### src/rtl/disp_pkg.sv
// Shared display definitions.
//   - Segment codes for the active-low {g,f,e,d,c,b,a} 7-segment bus.
//   - Active-low one-hot anode patterns for the 8 digit positions.
//   - Source indices and the one-hot ownership encoding used by the arbiter.
package disp_pkg;

  localparam logic [6:0] SEG_0     = 7'b1000000;
  localparam logic [6:0] SEG_1     = 7'b1111001;
  localparam logic [6:0] SEG_2     = 7'b0100100;
  localparam logic [6:0] SEG_3     = 7'b0110000;
  localparam logic [6:0] SEG_4     = 7'b0011001;
  localparam logic [6:0] SEG_5     = 7'b0010010;
  localparam logic [6:0] SEG_6     = 7'b0000010;
  localparam logic [6:0] SEG_7     = 7'b1111000;
  localparam logic [6:0] SEG_8     = 7'b0000000;
  localparam logic [6:0] SEG_9     = 7'b0010000;
  localparam logic [6:0] SEG_DASH  = 7'b0111111;
  localparam logic [6:0] SEG_BLANK = 7'b1111111;

  localparam logic [7:0] AN0 = 8'hFE;
  localparam logic [7:0] AN1 = 8'hFD;
  localparam logic [7:0] AN2 = 8'hFB;
  localparam logic [7:0] AN3 = 8'hF7;
  localparam logic [7:0] AN4 = 8'hEF;
  localparam logic [7:0] AN5 = 8'hDF;
  localparam logic [7:0] AN6 = 8'hBF;
  localparam logic [7:0] AN7 = 8'h7F;

  localparam logic [1:0] SRC_TIME = 2'd0;
  localparam logic [1:0] SRC_LAP  = 2'd1;
  localparam logic [1:0] SRC_NOTE = 2'd2;

  // Ownership state is kept one-hot so it can drive the grant pins directly.
  typedef enum logic [2:0] {
    OWN_TIME = 3'b001,
    OWN_LAP  = 3'b010,
    OWN_NOTE = 3'b100
  } owner_e;

  function automatic owner_e idx_to_owner(input logic [1:0] idx);
    case (idx)
      SRC_LAP:  idx_to_owner = OWN_LAP;
      SRC_NOTE: idx_to_owner = OWN_NOTE;
      default:  idx_to_owner = OWN_TIME;
    endcase
  endfunction

  function automatic logic [7:0] an_onehot(input logic [2:0] d);
    case (d)
      3'd0:    an_onehot = AN0;
      3'd1:    an_onehot = AN1;
      3'd2:    an_onehot = AN2;
      3'd3:    an_onehot = AN3;
      3'd4:    an_onehot = AN4;
      3'd5:    an_onehot = AN5;
      3'd6:    an_onehot = AN6;
      default: an_onehot = AN7;
    endcase
  endfunction

endpackage

### src/rtl/seg7_decode.sv
// Combinational nibble to 7-segment decoder.
//   nibble_i : 4-bit value; 0-9 digits, A = dash, B-F = blank
//   seg_o    : active-low segments {g,f,e,d,c,b,a}
module seg7_decode
  import disp_pkg::*;
(
  input  logic [3:0] nibble_i,
  output logic [6:0] seg_o
);

  always_comb begin
    seg_o = SEG_BLANK;
    case (nibble_i)
      4'h0: seg_o = SEG_0;
      4'h1: seg_o = SEG_1;
      4'h2: seg_o = SEG_2;
      4'h3: seg_o = SEG_3;
      4'h4: seg_o = SEG_4;
      4'h5: seg_o = SEG_5;
      4'h6: seg_o = SEG_6;
      4'h7: seg_o = SEG_7;
      4'h8: seg_o = SEG_8;
      4'h9: seg_o = SEG_9;
      4'hA: seg_o = SEG_DASH;
      default: seg_o = SEG_BLANK;
    endcase
  end

endmodule

### src/rtl/display_arbiter.sv
// Display arbiter: shares the 8-digit 7-segment display between three sources
// (src0 live time, src1 lap/set view, src2 notifications).
//   clk, reset_n            : clock, asynchronous active-low reset
//   req[2:0]                : per-source request, req[0] ignored (src0 always requests)
//   digits0/1/2             : 8 nibbles per source, [3:0] is the rightmost digit
//   blank0/1/2              : per-digit blank mask, 1 = digit off
//   seg, an                 : registered active-low segments / anodes
//   grant                   : one-hot current owner (this is the arbiter state)
//   owner_changed           : one-cycle pulse on every ownership switch
//
// Handshake: there is no valid/ready pair; a source asserts req and must keep
// its digits/blank stable for as long as it requests. Ownership is granted by
// fixed priority (src2 > src1 > src0); a higher candidate preempts at once, a
// lower one only takes over after the owner's hold time has run out.
module display_arbiter
  import disp_pkg::*;
#(
  parameter int SCAN_DIV    = 16,
  parameter int HOLD_CYCLES = 50_000_000
) (
  input  logic        clk,
  input  logic        reset_n,
  input  logic [2:0]  req,
  input  logic [31:0] digits0,
  input  logic [31:0] digits1,
  input  logic [31:0] digits2,
  input  logic [7:0]  blank0,
  input  logic [7:0]  blank1,
  input  logic [7:0]  blank2,
  output logic [6:0]  seg,
  output logic [7:0]  an,
  output logic [2:0]  grant,
  output logic        owner_changed
);

  localparam int SW = SCAN_DIV + 3;
  localparam int HW = (HOLD_CYCLES > 1) ? $clog2(HOLD_CYCLES) : 1;
  localparam logic [HW-1:0] HOLD_RELOAD = HW'(HOLD_CYCLES - 1);

  owner_e          grant_q, grant_d;
  logic [HW-1:0]   hold_q, hold_d;
  logic [SW-1:0]   scan_q, scan_d;
  logic            changed_q, changed_d;
  logic [6:0]      seg_q, seg_d;
  logic [7:0]      an_q, an_d;

  logic [1:0]      owner_idx, cand_idx;
  logic            switch_en;
  logic [2:0]      digit_idx;
  logic [31:0]     digits_sel;
  logic [7:0]      blank_sel;
  logic [3:0]      nibble;

  // src0 always counts as requesting, so its request bit carries no information.
  logic unused_req0;
  assign unused_req0 = req[0];

  always_comb begin
    owner_idx = SRC_TIME;
    case (grant_q)
      OWN_LAP:  owner_idx = SRC_LAP;
      OWN_NOTE: owner_idx = SRC_NOTE;
      default:  owner_idx = SRC_TIME;
    endcase
  end

  assign cand_idx  = req[2] ? SRC_NOTE : (req[1] ? SRC_LAP : SRC_TIME);
  // Preemption ignores the hold counter; release waits for it to drain.
  assign switch_en = (cand_idx > owner_idx) ||
                     ((cand_idx < owner_idx) && (hold_q == '0));

  assign digit_idx = scan_q[SW-1:SCAN_DIV];

  always_comb begin
    digits_sel = digits0;
    blank_sel  = blank0;
    case (owner_idx)
      SRC_LAP: begin
        digits_sel = digits1;
        blank_sel  = blank1;
      end
      SRC_NOTE: begin
        digits_sel = digits2;
        blank_sel  = blank2;
      end
      default: begin
        digits_sel = digits0;
        blank_sel  = blank0;
      end
    endcase
  end

  assign nibble = digits_sel[{digit_idx, 2'b00} +: 4];

  seg7_decode u_decode (
    .nibble_i (nibble),
    .seg_o    (seg_d)
  );

  always_comb begin
    an_d = blank_sel[digit_idx] ? 8'hFF : an_onehot(digit_idx);
    if (switch_en) begin
      grant_d   = idx_to_owner(cand_idx);
      hold_d    = HOLD_RELOAD;
      scan_d    = '0;             // new owner starts at the rightmost digit
      changed_d = 1'b1;
    end else begin
      grant_d   = grant_q;
      hold_d    = (hold_q == '0) ? '0 : hold_q - HW'(1);
      scan_d    = scan_q + SW'(1);
      changed_d = 1'b0;
    end
  end

  always_ff @(posedge clk or negedge reset_n) begin
    if (!reset_n) begin
      grant_q   <= OWN_TIME;
      hold_q    <= '0;
      scan_q    <= '0;
      changed_q <= 1'b0;
      seg_q     <= SEG_BLANK;
      an_q      <= 8'hFF;
    end else begin
      grant_q   <= grant_d;
      hold_q    <= hold_d;
      scan_q    <= scan_d;
      changed_q <= changed_d;
      seg_q     <= seg_d;
      an_q      <= an_d;
    end
  end

  assign grant         = grant_q;
  assign owner_changed = changed_q;
  assign seg           = seg_q;
  assign an            = an_q;

endmodule

### config.mk
export PLATFORM = sky130hd
export DESIGN_NAME = display_arbiter
export DESIGN_NICKNAME = d
export VERILOG_FILES = /design/src/rtl/disp_pkg.sv /design/src/rtl/seg7_decode.sv /design/src/rtl/display_arbiter.sv
export SDC_FILE = /design/constraint.sdc
export NUM_CORES = 1
export LEC_CHECK = 0
export ABC_CLOCK_PERIOD_IN_PS = 2750
export BUFFER_PORTS_ARGS = -buffer_cell sky130_fd_sc_hd__buf_2
export CAP_MARGIN = 15
export CORE_ASPECT_RATIO = 1.5
export CORE_MARGIN = 3
export CORE_UTILIZATION = 41
export CTS_CLUSTER_SIZE = 28
export DETAILED_ROUTE_END_ITERATION = 8
export PLACE_DENSITY = 0.69
export SLEW_MARGIN = 10
export SYNTH_ARGS = -nofsm -noshare
export SYNTH_HDL_FRONTEND = slang
export SYNTH_SLANG_ARGS = --single-unit
### constraint.sdc
create_clock -name clk -period 2.75 [get_ports clk]
set_input_delay 0.1375 -clock clk [delete_from_list [all_inputs] [get_ports clk]]
set_output_delay 0.1375 -clock clk [all_outputs]
set_load 0.02 [all_outputs]
Word-level counts from Yosys, hierarchy flattened
Memories as Yosys holds them, arrays and structs flattened. A register that Yosys moved wholly into a read port is not among the register bits. Index checks and enable logic that the tools add are counted.

Register bits after elaboration: 57. Memory bits (read-only): 112. Input port bits: 125. Output and inout bits: 19. Word-level logic and storage cells: 43. Memories: 1.

Memories: (name not given) (words 16, width 7, rd ports 1, clocked after Yosys merged registers in 1, write ports 0, line seg7_decode.sv:13) `case (nibble_i)`.

Add/subtract/negate cells: 2. Order comparisons: 3. Eq/ne operators: 12. Shifts and indexed selects: 1. Mux-type cells: 14. Reduce and logical (&&, ||, !) cells: 5.

Operator list (count): case mux 32 bit (2 select lines) (1); case mux 8 bit (7 select lines) (1); 2-to-1 mux 26 bit (2); indexed part select 32 x 6 -> 4 bit (1); zero test 26 bit (1); subtractor 26 x 1 -> 26 bit, second input constant (1); adder 19 x 1 -> 19 bit, second input constant (1); 2-to-1 mux 19 bit (1); case mux 8 bit (2 select lines) (1); == test 3 bit, second input constant (4); == test 3 x 2 -> 1 bit, second input constant (3); 2-to-1 mux 8 bit (1); case mux 3 bit (2 select lines) (1); == test 2 x 1 -> 1 bit, second input constant (2); == test 2 bit, second input constant (2); < comparator 3 x 4 -> 1 bit, second input constant (1); case mux 2 bit (2 select lines) (1); binary-select mux 1 bit (select 3 bit) (1); == test 3 x 1 -> 1 bit, second input constant (1); zero test 3 bit (1); 2-to-1 mux 1 bit (3); > comparator 2 bit (1); < comparator 2 bit (1); 2-to-1 mux 2 bit (1); other kinds (3) (3).

Longest topological paths before layout
Gate-level depths: netlist (run 1).

Depth in word-level cells: 7. Depth in mapped cells: 13. Gate-level depth less buffers: 10.

Modules after synthesis
From an unflattened synthesis (run 1), not the netlist that was laid out.

Cell total of the unflattened synthesis: 459. Area, all modules: 4165.2 um2.

By module, submodules not included: display_arbiter (instances 1, cells each 426, area an instance 3938.8 um2, seq. area each 1621.6 um2); seg7_decode (instances 1, cells each 33, area an instance 226.5 um2, seq. area each 0.0 um2).

Worst setup path after synthesis (run 1)
No wires, ideal clock.

Kind: reg2reg. Start: register grant_q[2], in the netlist grant[2]. End: register seg_q[1], in the netlist seg[1]. Library setup time: 79 ps. Arrival time: 2469 ps. Required time: 2671 ps. Setup slack: 202 ps. Stages on the path, launching flop included: 12. Path buffers: 3. Clock period less this slack: 2548 ps. Cells stage by stage: dfrtp_1 -> buf_2 -> or2_2 -> clkbuf_1 -> clkbuf_1 -> o221ai_1 -> a21oi_1 -> nor3_1 -> o2111ai_1 -> inv_1 -> ha_1 -> o21ai_0.

Longest elaborated chain between the ends: 5. Elaborated cells on any way between the ends: 7. Classes of those cells: 4 x eq/ne; 1 x shift; 2 x mux.

Ends and longest elaborated chain: start: declaration (line display_arbiter.sv:40) `owner_e grant_q, grant_d;`; start signal: assignment (line display_arbiter.sv:124) `grant_q <= grant_d;`; == test 3 bit / == test 3 x 2 -> 1 bit (equally long branches) (line display_arbiter.sv:60) `case (grant_q)`; case mux 2 bit (2 select lines) (*) (line display_arbiter.sv:60); == test 2 bit / == test 2 x 1 -> 1 bit (equally long branches) (line display_arbiter.sv:77) `case (owner_idx)`; case mux 32 bit (2 select lines) (*) (line display_arbiter.sv:77); indexed part select 32 x 6 -> 4 bit (*) (line display_arbiter.sv:93) `assign nibble = digits_sel[{digit_idx, 2'b00} +: 4];`; end: declaration (line display_arbiter.sv:44) `logic [6:0] seg_q, seg_d;`.

Every way passes the cells marked *; elsewhere a longest branch is shown, timed or not. A chain may end at the register's enable or synchronous reset.

Final worst setup path (run 1)
Start: register hold_q[4]. End: register hold_q[23].

Longest elaborated chain between the ends: 4. Elaborated cells on any way between the ends: 6. Classes of those cells: 1 x add/sub; 2 x mux; 3 x reduce/logical.

Ends and longest elaborated chain: start: declaration (line display_arbiter.sv:41) `logic [HW-1:0] hold_q, hold_d;`; start signal: assignment (line display_arbiter.sv:125) `hold_q <= hold_d;`; parallel branches: the longest is 3 deep, another holds subtractor 26 x 1 -> 26 bit; 2-to-1 mux 26 bit (*) (line display_arbiter.sv:102) `if (switch_en) begin`; via hold_d[23] (line display_arbiter.sv:41).

Mark *: on every way through the listed nets, which the timed path passes.

==> impl_metrics.csv, run 1 <==
group,metric,value,unit
floorplanning,initial_utilization,42.75,%
clocking,cts-buffers-inserted,9,
power,clockPowerShare,22.8,%
sta,final_min_period_over_clock_period,95.62,%
placed_design,io_buffers,142,
power,power.sequential.fraction,27.9,%
routing,dr.first_iter.drc_count,208,
clocking,cts_tree,"yes",
logic_synthesis,synth.yosys.warnings,0,
critical_path,start_kind,"flip-flop",
sta,maxSlewHeadroom,71.20,%
floorplanning,boundaryPins,144,
routing,detail-route-antenna-nets,0,
logic_synthesis,syn-num-nets,635,
clocking,cts_repair_resize_count,0,
cells_and_area,num_antenna_cells,0,
routing,route.detailed.vias_per_inst,5.808,
cells_and_area,layout.nets,782,
logic_synthesis,ys_seq_elements,64,
power,p_sw_share,40.75,%
logic_synthesis,post_synth_num_cell_types,66,
clocking,postCtsSetupBuffers,0,
sta,rsz0062_at_grt,"true",
grt,wire_length_of_the_first_global_routing_pass,21780,um
routing,routed-via-count,4617,
critical_path,cp_num_cells,7,
placed_design,detailed_place_hpwl,10470,um
critical_path,cp_max_fo,5,
logic_synthesis,async_flop_share,100.0,%
logic_synthesis,synth_top_area_cell,"sky130_fd_sc_hd__dfrtp_1",
critical_path,reg2reg_from,"hold_q[4]",
critical_path,cp.arrival,2830,ps
floorplanning,chipHeight,133.3,um
cells_and_area,syn2layout_area_growth,27.66,%
floorplanning,die_wd,90.87,um
grt,global_route.overflow_total,0,
power,p_sw,0.001795,W
critical_path,critical_path.most_common_cell,"sky130_fd_sc_hd__nor4_4",
routing,drt_drc_violations_left,0,
clocking,maximum_number_of_buffers_from_clock_root_to_sink,2,
power,p_leak,2.349,nW
logic_synthesis,synth_edf_count,0,
routing,wire_per_inst,17.06,um
sta,clock-skew-final,4.177,ps
critical_path,path_class,"reg -> reg",
critical_path,worstSetupEndpointType,"flip-flop",
min_path,worst_hold_path_type,"in -> reg",
cells_and_area,stdcell_count,795,
critical_path,worst-r2r-setup-slack,120,ps
power,power.density_cell_area,779.2,mW/mm^2
clocking,ctsHtreeMaxLevel,3,
power,finalPower,0.004406,W
floorplanning,row_count,45,
critical_path,crit_path_top_delay_cell,"sky130_fd_sc_hd__or4_4",
critical_path,critical-path-max-stage-delay,590,ps
logic_synthesis,ys_dominant_reg_cell,"sky130_fd_sc_hd__dfrtp_1",
cells_and_area,proportion_of_layout_cells_with_a_drive_suffix_above_1,33.49,%
critical_path,worst_setup_path_endpoint,"hold_q[23]",
clocking,clkSinkCount,64,
placed_design,gp_congestion,0.8841,
logic_synthesis,yosysTopAreaCellShare,27.12,%
sta,setup_viol_count_final,0,
clocking,clock-root-buffer,"sky130_fd_sc_hd__clkbuf_16",
clocking,clkTransAtPathRegs,50,ps
grt,grt_max_degree,32,
critical_path,terminus_of_the_critical_flop_to_flop_path,"hold_q[23]",
logic_synthesis,post_synth_inst_count,502,
logic_synthesis,yosysSeqAreaShare,36.61,%
sta,final-hold-violation-count,0,
grt,grt_pass1_vias,4512,
logic_synthesis,syn-mean-instance-area,8.823,sq um
power,power.share.combinational,49.2,%
grt,grt_use_total,22.14,%
sta,worst_slew_pin_slew,428.7,ps
logic_synthesis,post_synth_instance_area,0.004429,sq mm
routing,routed_wirelength,13560,um
critical_path,reg2reg_depth,7,
routing,first_pass_iters,5,
run,cap_violations,0,
critical_path,worst_ep_required_time,2950,ps
placed_design,dpl.cell_count,778,
power,ir_worst_vdd,0.4261,mV
floorplanning,core,0.01036,sq mm
power,p_int,0.002610,W
sta,maxSlewViolCount,0,
status,status,"finished, final reports clean",
floorplanning,die_area,0.01211,sq mm
clocking,clk_latency,330,ps
critical_path,crit_path_start,"hold_q[4]",
critical_path,crit_buf_inv,0,
sta,max_freq,0.3803,GHz
logic_synthesis,netlist_top_cells_area,"sky130_fd_sc_hd__dfrtp_1 27%, sky130_fd_sc_hd__dfstp_2 9.5%, sky130_fd_sc_hd__o221ai_1 4.7%",
critical_path,timing.critical_path.max_delay_family,"simple AND/OR/NAND/NOR gates",
sta,timing.final.crit_period,2630,ps
critical_path,crit_chain,"or4_4, nor4_4, or3b_4, or3_4, nor4_4, xnor2_1, o21ai_2",
grt,grt_antenna_before_repair,0,
-- per-stage QoR --
stage,instance area [sq um],hold WS (ps),util (%),TNS (ps),setup WS (ps)
floorplan,4429,-158.1,-,0,201.9
global placement,5381,67.85,51.94,0,181.4
detailed placement,5381,80.81,51.94,0,120.9
CTS,5654,95.26,54.58,0,103.5
global route,5654,127.4,54.58,-12.78,-12.78
finish,5654,101.0,54.58,0,120.3
-- worst register-to-register path: stages (launching register included) --
cell	delay [ps]
sky130_fd_sc_hd__dfrtp_1	410
sky130_fd_sc_hd__or4_4	590
sky130_fd_sc_hd__nor4_4	200
sky130_fd_sc_hd__or3b_4	450
sky130_fd_sc_hd__or3_4	450
sky130_fd_sc_hd__nor4_4	170
sky130_fd_sc_hd__xnor2_1	170
sky130_fd_sc_hd__o21ai_2	70
-- power groups by stage --
stage                     sequential [W]  combinational (W)  clock (W)
after floorplan                  0.00132            0.00139          0
after global placement           0.00124            0.00211          0
after detailed placement         0.00124            0.00216          0
after CTS                        0.00123            0.00217    0.00103
after global routing             0.00125            0.00240    0.00107
final                            0.00123            0.00217    0.00101
-- layer usage --
layer | part of all wire [%] | GRT usage, %
met1 | 37 | 24.78
met4 | 4.3 | 11.91
met2 | 51 | 38.63
met3 | 7.2 | 5.311
met5 | 0 | 0
-- timing repair --
action,CTS,global route
setup endpoints to repair,0,1
endpoints found under the hold margin,8,0
hold buffers,1,0
-- cell type report --
cell class / instances / area, sq um
Sequential cell: 64 / 1622
Clock inverter: 1 / 5.005
Multi-Input combinational cell: 381 / 2576
Timing Repair Buffer: 172 / 938.4
Tap cell: 141 / 176.4
Clock buffer: 15 / 257.7
Fill cell: 1037 / 4706
Inverter: 21 / 78.83
-- kinds of logic (layout without fill, tap and decap cells) --
logic type                 count (synthesis)  in the layout  share of synthesized area, %
and+or+nand+nor                          177            177                         21.33
AOI/OAI and AO/OA                        156            156                         25.37
DFF                                       64             64                         36.61
buffers and inverters                     57            209                         5.226
xor gates and xnor gates                  35             35                         6.921
adders and majority gates                  8              8                         2.260
muxes                                      5              5                         2.288
-- state kept, by name, summed over array words and instances, names as in the netlist --
name	cells
hold_q	26
owner_changed	1
seg	7
an	8
grant	3
scan_q	19
-- worst min path at each step --
stage                  from   endpoint  slack [ps]  depth (start not counted)
floorplan           reset_n   grant[1]        -160                          0
global placement    reset_n  hold_q[6]          70                          1
detailed placement  reset_n  hold_q[5]          80                          1
CTS                  req[2]   grant[2]         100                          3
global route         req[1]   grant[0]         130                          3
finish               req[1]   grant[0]         100                          3
-- Yosys cell counts (16+ instances only) --
library cell               count
sky130_fd_sc_hd__a21oi_1      18
sky130_fd_sc_hd__a221oi_1     21
sky130_fd_sc_hd__clkbuf_1     27
sky130_fd_sc_hd__dfrtp_1      48
sky130_fd_sc_hd__dfstp_2      16
sky130_fd_sc_hd__inv_1        20
sky130_fd_sc_hd__nand2_1      31
sky130_fd_sc_hd__nor2_1       49
sky130_fd_sc_hd__nor3_1       19
sky130_fd_sc_hd__o21ai_0      31
sky130_fd_sc_hd__o221ai_1     24
sky130_fd_sc_hd__xnor2_1      21
-- cells in the final DEF, fill, tap and decap left out, drive strengths merged, types with 3 or more instances in the layout --
cell and count:
nand2b 10, nand4 6, inv 21, nor3b 6, nor2b 8, xnor2 21, or4 5, clkbuf 15
o221ai 24, mux4 4, a21oi 18, o2111ai 4, buf 171, o21a 4, a221oi 21, o211ai 5
nor3 21, or2 4, nor2 49, a211oi 3, nand3 13, o21ai 37, nand2 32, nor4 7
and2 3, o21bai 3, dfrtp 48, or3 8, ha 8, a221o 3, o22ai 9, dfstp 16
a22oi 5, xor2 14
Power figures use the tool's default switching activity.
==> inputs of run 2 (changes only) <==
--- a/config.mk
+++ b/config.mk
@@ -13,8 +13,10 @@
 export CORE_UTILIZATION = 41
 export CTS_CLUSTER_SIZE = 28
 export DETAILED_ROUTE_END_ITERATION = 8
-export PLACE_DENSITY = 0.69
+export PLACE_DENSITY = 0.7
+export RECOVER_POWER = 50
 export SLEW_MARGIN = 10
 export SYNTH_ARGS = -nofsm -noshare
 export SYNTH_HDL_FRONTEND = slang
+export SYNTH_HIERARCHICAL = 1
 export SYNTH_SLANG_ARGS = --single-unit
==> run 2 against run 1 <==
  * Core utilization grew 0.82 points
  * Combinational power grew 11%
  * Worst hold slack lost 42 ps
  * Flip-flop and latch count is the same
  * Clock skew grew 5.6 ps
  * Clock power grew 16%
  * First-iteration DRC count grew 25%
  * Register-to-register slack gained 30 ps
  * Non-clock buffer count shrank 1
  * Sequential power is essentially flat
  * Area after synthesis shrank 6.0%
  * Synthesized cell count shrank 8.6%
  * Largest cell class unchanged
==> impl_metrics.csv, run 2 <==
group,metric,value,unit
grt,grt_max_degree,39,
grt,grt_pass1_vias,4209,
power,p_sw,0.001941,W
critical_path,cp_max_fo,10,
floorplanning,boundaryPins,144,
logic_synthesis,async_flop_share,100.0,%
critical_path,reg2reg_from,"grant[2]",
power,clockPowerShare,24.4,%
routing,wire_per_inst,18.09,um
cells_and_area,fillCellCount,900,
cells_and_area,layout.nets,745,
min_path,worstHoldPathCells,3,
cells_and_area,multiInputGateArea,0.002382,sq mm
logic_synthesis,synth_edf_count,0,
sta,timing.final.crit_period,2601,ps
logic_synthesis,synth.yosys.warnings,6,
sta,final_min_period_over_clock_period,94.59,%
status,status,"finished, final reports clean",
power,power.share.combinational,49.9,%
clocking,ctsHtreeMaxLevel,3,
routing,first_pass_iters,5,
critical_path,worst-r2r-setup-slack,150,ps
cells_and_area,most-common-layout-cells,"131 x sky130_fd_sc_hd__buf_2, 54 x sky130_fd_sc_hd__nor2_1, 46 x sky130_fd_sc_hd__dfrtp_1",
logic_synthesis,synth_top_area_cell,"sky130_fd_sc_hd__dfrtp_1",
clocking,clk_latency,330,ps
power,ir_worst_vdd,0.4121,mV
sta,finalSetupTns,0,ps
clocking,postCtsSetupBuffers,0,
logic_synthesis,post_synth_instance_area,0.004165,sq mm
logic_synthesis,syn-mean-instance-area,9.075,sq um
placed_design,detailed_place_hpwl,10190,um
cells_and_area,registers.top_by_ff_count,"hold_q",
floorplanning,row_count,44,
placed_design,io_buffers,142,
cells_and_area,syn2layout_area_growth,30.34,%
grt,global_route.overflow_total,0,
min_path,hold_path_end,"an[2]",
sta,setup_viol_count_final,0,
cells_and_area,layout.cells.most_common,"sky130_fd_sc_hd__buf_2",
power,p_leak,2.263,nW
sta,max_freq,0.3844,GHz
power,power.density_cell_area,884.4,mW/mm^2
logic_synthesis,ys_dominant_reg_cell,"sky130_fd_sc_hd__dfrtp_1",
critical_path,reg2reg_depth,9,
min_path,worst_hold_path_type,"in -> reg",
routing,dr.first_iter.drc_count,260,
power,power.sequential.fraction,25.7,%
grt,grt_use_total,22.74,%
cells_and_area,stdcell_count,730,
logic_synthesis,post_synth_num_cell_types,65,
floorplanning,core,0.009799,sq mm
clocking,cts-buffers-inserted,9,
power,p_sw_share,40.42,%
sta,clock-skew-final,9.791,ps
critical_path,terminus_of_the_critical_flop_to_flop_path,"seg[6]",
placed_design,dpl.cell_count,713,
routing,detail-route-antenna-nets,0,
critical_path,start_kind,"flip-flop",
routing,route.detailed.vias_per_inst,5.729,
critical_path,worstSetupEndpointType,"flip-flop",
cells_and_area,largest_reg_flops,26,
floorplanning,die_area,0.01143,sq mm
logic_synthesis,netlist_top_cells_area,"sky130_fd_sc_hd__dfrtp_1 29%, sky130_fd_sc_hd__dfstp_2 10%, sky130_fd_sc_hd__xnor2_1 6.3%",
logic_synthesis,yosysSeqAreaShare,38.93,%
sta,worst_slew_pin_slew,1410,ps
clocking,maximum_number_of_buffers_from_clock_root_to_sink,2,
grt,wire_length_of_the_first_global_routing_pass,20010,um
logic_synthesis,syn-num-nets,594,
routing,routed_wirelength,13210,um
sta,final-hold-violation-count,0,
floorplanning,die_wd,88.30,um
logic_synthesis,yosysTopAreaCellShare,28.84,%
min_path,hp-start,"blank0[2]",
logic_synthesis,post_synth_most_frequent_cells,"54 x sky130_fd_sc_hd__nor2_1, 48 x sky130_fd_sc_hd__dfrtp_1, 30 x sky130_fd_sc_hd__xnor2_1, 23 x sky130_fd_sc_hd__nand2_1, 22 x sky130_fd_sc_hd__clkbuf_1",
clocking,clkTransAtPathRegs,50,ps
clocking,clkSinkCount,64,
cells_and_area,proportion_of_layout_cells_with_a_drive_suffix_above_1,35.45,%
sta,rsz0062_at_grt,"false",
critical_path,worst_ep_required_time,3000,ps
sta,maxSlewViolCount,0,
logic_synthesis,post_synth_inst_count,459,
floorplanning,initial_utilization,42.51,%
routing,drt_drc_violations_left,0,
sta,maxSlewHeadroom,6.010,%
cells_and_area,num_antenna_cells,0,
logic_synthesis,post-synth-top-count-cell,"sky130_fd_sc_hd__nor2_1",
critical_path,path_class,"reg -> reg",
clocking,cts_tree,"yes",
placed_design,gp_congestion,0.8999,
floorplanning,chipHeight,129.4,um
clocking,clock-root-buffer,"sky130_fd_sc_hd__clkbuf_16",
logic_synthesis,ys_seq_elements,64,
grt,grt_antenna_before_repair,1,
critical_path,cp.arrival,2850,ps
cells_and_area,reg_area,0.001624,sq mm
routing,routed-via-count,4182,
cells_and_area,final_core_util,55.40,%
power,p_int,0.002861,W
run,cap_violations,0,
-- run 2: what timing repair did --
action                                 4_1_cts  5_1_grt
hold buffers                                 1        0
endpoints found under the hold margin       19        0
resized for setup                            0        5
setup endpoints to repair                    0        5
-- run 2: final cells by class --
class	instances	share of cell area (%)
Clock buffer	13	4.978
Sequential cell	64	29.91
Timing Repair Buffer	171	16.85
Inverter	14	0.9910
Tap cell	115	2.650
Multi-Input combinational cell	350	43.88
Clock inverter	3	0.7375
-- run 2: logic make-up after synthesis --
logic type	synth area share, %
DFF	38.93
AOI/OAI and AO/OA	21.57
buffers and inverters	4.566
adders and majority gates	3.004
and+or+nand+nor	22.65
xor gates and xnor gates	8.411
muxes	0.8710
-- run 2: worst max-delay path, cell delays in order, from the launching register on --
cell and delay, ps:
sky130_fd_sc_hd__dfrtp_2 450, sky130_fd_sc_hd__or3b_2 580, sky130_fd_sc_hd__o221ai_1 250, sky130_fd_sc_hd__o211ai_1 160, sky130_fd_sc_hd__nor4_2 290, sky130_fd_sc_hd__a221oi_2 70
sky130_fd_sc_hd__buf_4 170, sky130_fd_sc_hd__ha_1 210, sky130_fd_sc_hd__a211oi_2 250, sky130_fd_sc_hd__nor2_1 90
-- run 2: power by group through the flow --
stage | Combinational, W | Clock, W | Sequential [W]
after detailed placement | 0.00237 | 0 | 0.00124
after global routing | 0.00262 | 0.00123 | 0.00125
after CTS | 0.00239 | 0.00120 | 0.00123
after global placement | 0.00232 | 0 | 0.00123
after floorplan | 0.00156 | 0 | 0.00133
final | 0.00240 | 0.00117 | 0.00123
-- run 2: routing by layer --
metal	up-vias	wire length [um]	global-route usage, %
met5	-	7	0
met4	2	350	11.21
met3	30	1060	5.852
met2	169	6824	41.08
met1	1975	4966	23.91
li1	2006	-	-
-- run 2: worst max path at each step --
stage,end,slack [ps],startpoint
final,seg[6],150,grant[2]
after global routing,seg[3],5,grant[0]
after CTS,seg[6],90,grant[2]
after detailed placement,seg[1],130,grant[2]
after global placement,seg[1],200,grant[2]
after floorplan,seg[3],7,grant[0]
-- run 2: metrics by stage --
stage               hold WS (ps)  instance area [sq um]  setup WS (ps)  total power, W
floorplan                 -158.1                   4184          7.054        0.002891
global placement           175.9                   5115          204.2        0.003552
detailed placement         183.0                   5115          134.1        0.003609
CTS                        48.70                   5435          86.24        0.004821
global route               66.64                   5429          4.883        0.005111
finish                     58.77                   5429          148.8        0.004802
==> inputs of run 3 (changes only) <==
--- a/config.mk
+++ b/config.mk
@@ -10,10 +10,10 @@
 export CAP_MARGIN = 15
 export CORE_ASPECT_RATIO = 1.5
 export CORE_MARGIN = 3
-export CORE_UTILIZATION = 41
+export CORE_UTILIZATION = 50
 export CTS_CLUSTER_SIZE = 28
 export DETAILED_ROUTE_END_ITERATION = 8
-export PLACE_DENSITY = 0.7
+export PLACE_DENSITY = 0.82
 export RECOVER_POWER = 50
 export SLEW_MARGIN = 10
 export SYNTH_ARGS = -nofsm -noshare
==> run 3 against run 2 <==
  * Final cell count fell by 1.4%
  * Count of clock-buffer cells in the layout fell by 3
  * Clock power barely moved
  * Worst hold slack got worse by 2.9 ps
  * Non-clock buffer count did not move
  * Critical path type unchanged
==> impl_metrics.csv, run 3 (synthesized netlist as in run 2, its figures left out) <==
group,metric,value,unit
floorplanning,core,0.008058,sq mm
cells_and_area,layout.cells.most_common,"sky130_fd_sc_hd__buf_2",
clocking,clock-root-buffer,"sky130_fd_sc_hd__clkbuf_16",
placed_design,placed_cell_area,0.005087,sq mm
grt,grt_pass1_vias,4242,
status,status,"finished, final reports clean",
clocking,clkTransAtPathRegs,60,ps
critical_path,crit_path_top_delay_cell,"sky130_fd_sc_hd__or3b_2",
clocking,cts_tree,"yes",
sta,final_min_period_over_clock_period,93.44,%
routing,routed-via-count,4203,
floorplanning,initial_utilization,51.69,%
floorplanning,boundaryPins,144,
clocking,clkSinkCount,64,
routing,drt_drc_violations_left,0,
placed_design,io_buffers,142,
min_path,worst_hold_path_type,"in -> reg",
grt,wire_length_of_the_first_global_routing_pass,19730,um
clocking,maximum_number_of_buffers_from_clock_root_to_sink,2,
cells_and_area,num_antenna_cells,0,
grt,grt_max_degree,43,
cells_and_area,most-common-layout-cells,"133 x sky130_fd_sc_hd__buf_2, 54 x sky130_fd_sc_hd__nor2_1, 46 x sky130_fd_sc_hd__dfrtp_1",
sta,finalSetupTns,0,ps
cells_and_area,registers.top_by_ff_count,"hold_q",
routing,first_pass_iters,5,
routing,dr.first_iter.drc_count,181,
floorplanning,die_area,0.009484,sq mm
routing,routed_wirelength,12660,um
sta,maxSlewViolCount,0,
cells_and_area,proportion_of_layout_cells_with_a_drive_suffix_above_1,35.61,%
cells_and_area,multiInputGateArea,0.002377,sq mm
sta,hold-worst-slack,55.92,ps
sta,rsz0062_at_grt,"false",
power,finalPower,0.004847,W
sta,setup_viol_count_final,0,
run,cap_violations,0,
critical_path,worst_ep_required_time,3000,ps
clocking,ctsHtreeMaxLevel,3,
floorplanning,row_count,40,
critical_path,cp.arrival,2820,ps
power,ir_worst_vdd,0.5452,mV
floorplanning,die_wd,80.52,um
sta,max_freq,0.3892,GHz
critical_path,worstSetupEndpointType,"flip-flop",
sta,worst_slew_pin_slew,1173,ps
grt,grt_antenna_before_repair,0,
cells_and_area,largest_reg_flops,26,
critical_path,path_class,"reg -> reg",
critical_path,start_kind,"flip-flop",
routing,wire_per_inst,17.58,um
cells_and_area,finalInstanceArea,0.005418,sq mm
cells_and_area,layout.nets,745,
clocking,clk_latency,340,ps
routing,route.detailed.vias_per_inst,5.838,
critical_path,critical_path.most_common_cell,"sky130_fd_sc_hd__buf_4",
cells_and_area,reg_area,0.001624,sq mm
sta,timing.final.crit_period,2569,ps
critical_path,cp_max_fo,10,
cells_and_area,fillCellCount,649,
critical_path,crit_chain,"or3b_2, buf_4, o221ai_1, o22ai_1, nand2_1, a2bb2oi_1, buf_4, ha_1, or2_1, a21oi_2, a31oi_1",
critical_path,crit_buf_inv,2,
clocking,cts-buffers-inserted,9,
floorplanning,chipHeight,117.8,um
critical_path,critical-path-max-stage-delay,530,ps
critical_path,timing.critical_path.max_delay_family,"simple AND/OR/NAND/NOR gates",
sta,maxSlewHeadroom,21.78,%
grt,grt_use_total,27.09,%
placed_design,detailed_place_hpwl,9862,um
cells_and_area,syn2layout_area_growth,30.07,%
sta,final-hold-violation-count,0,
power,power.density_cell_area,894.7,mW/mm^2
placed_design,gp_congestion,0.9782,
sta,clock-skew-final,11.39,ps
power,p_leak,2.256,nW
routing,detail-route-antenna-nets,0,
grt,global_route.overflow_total,0,
## run 3: cell types whose count changed in the layout (fill, tap and decap cells not counted), sizes merged
cell      before  now
bufinv         1    2
clkinvlp       0    2
buf          158  160
clkbuf        25   20
## run 3: area by class of cell
type                    instances  area share, %
well taps                     105          2.425
repair buffers                171          16.93
multi-input cells             350          43.88
flip-flops and latches         64          29.98
clock buffers                  10          4.226
inverters                      14         0.9931
clock inverters                 6          1.570
## run 3: report_power, final
group          leakage, nW  internal, W  total [W]  switching (W)
Combinational         1.37     0.000993    0.00243        0.00143
Clock                0.148     0.000789    0.00119       0.000406
Sequential           0.739      0.00113    0.00123      0.0000967
Total                 2.26      0.00291    0.00485        0.00193
## run 3: layer usage
metal	share of wire [%]	global-route usage [%]	vias up
li1	-	-	2004
met1	34	26.50	1977
met2	54	51.04	182
met3	8.2	6.662	40
met4	3.8	12.58	0
met5	0	0	-
## run 3: worst reg2reg max path, stage by stage (launching register included)
cell and delay (ps):
sky130_fd_sc_hd__dfrtp_2 460, sky130_fd_sc_hd__or3b_2 530, sky130_fd_sc_hd__buf_4 210, sky130_fd_sc_hd__o221ai_1 180, sky130_fd_sc_hd__o22ai_1 130, sky130_fd_sc_hd__nand2_1 80
sky130_fd_sc_hd__a2bb2oi_1 100, sky130_fd_sc_hd__buf_4 160, sky130_fd_sc_hd__ha_1 180, sky130_fd_sc_hd__or2_1 230, sky130_fd_sc_hd__a21oi_2 170, sky130_fd_sc_hd__a31oi_1 60
## run 3: final timing paths
| check | start | to | slack [ps] | cells after the start |
|---|---|---|---|---|
| setup / recovery | grant[2] | seg[3] | 180 | 11 |
| hold / removal | blank0[2] | an[2] | 60 | 3 |
| setup reg to reg | grant[2] | seg[3] | 180 | 11 |
| hold reg to reg | scan_q[0] | scan_q[0] | 480 | 1 |
| max in group asynchronous | reset_n | grant[2] | 480 | 3 |
| min in group asynchronous | reset_n | scan_q[12] | 560 | 2 |
## run 3: metrics by stage
step | cells | utilization (%) | setup slack [ps]
CTS | 718 | 67.16 | 82.28
global route | 720 | 67.24 | 9.596
finish | 720 | 67.24 | 180.5
floorplan | 459 | - | 7.054
detailed placement | 701 | 63.14 | 119.4
global placement | 701 | 63.14 | 232.3
## run 3: repair_timing
item                                    4_1_cts  5_1_grt
endpoints found under the hold margin        15        0
resized for setup                             0        4
endpoints found under the setup margin        0        2
hold buffers                                  1        0
setup buffers                                 0        2
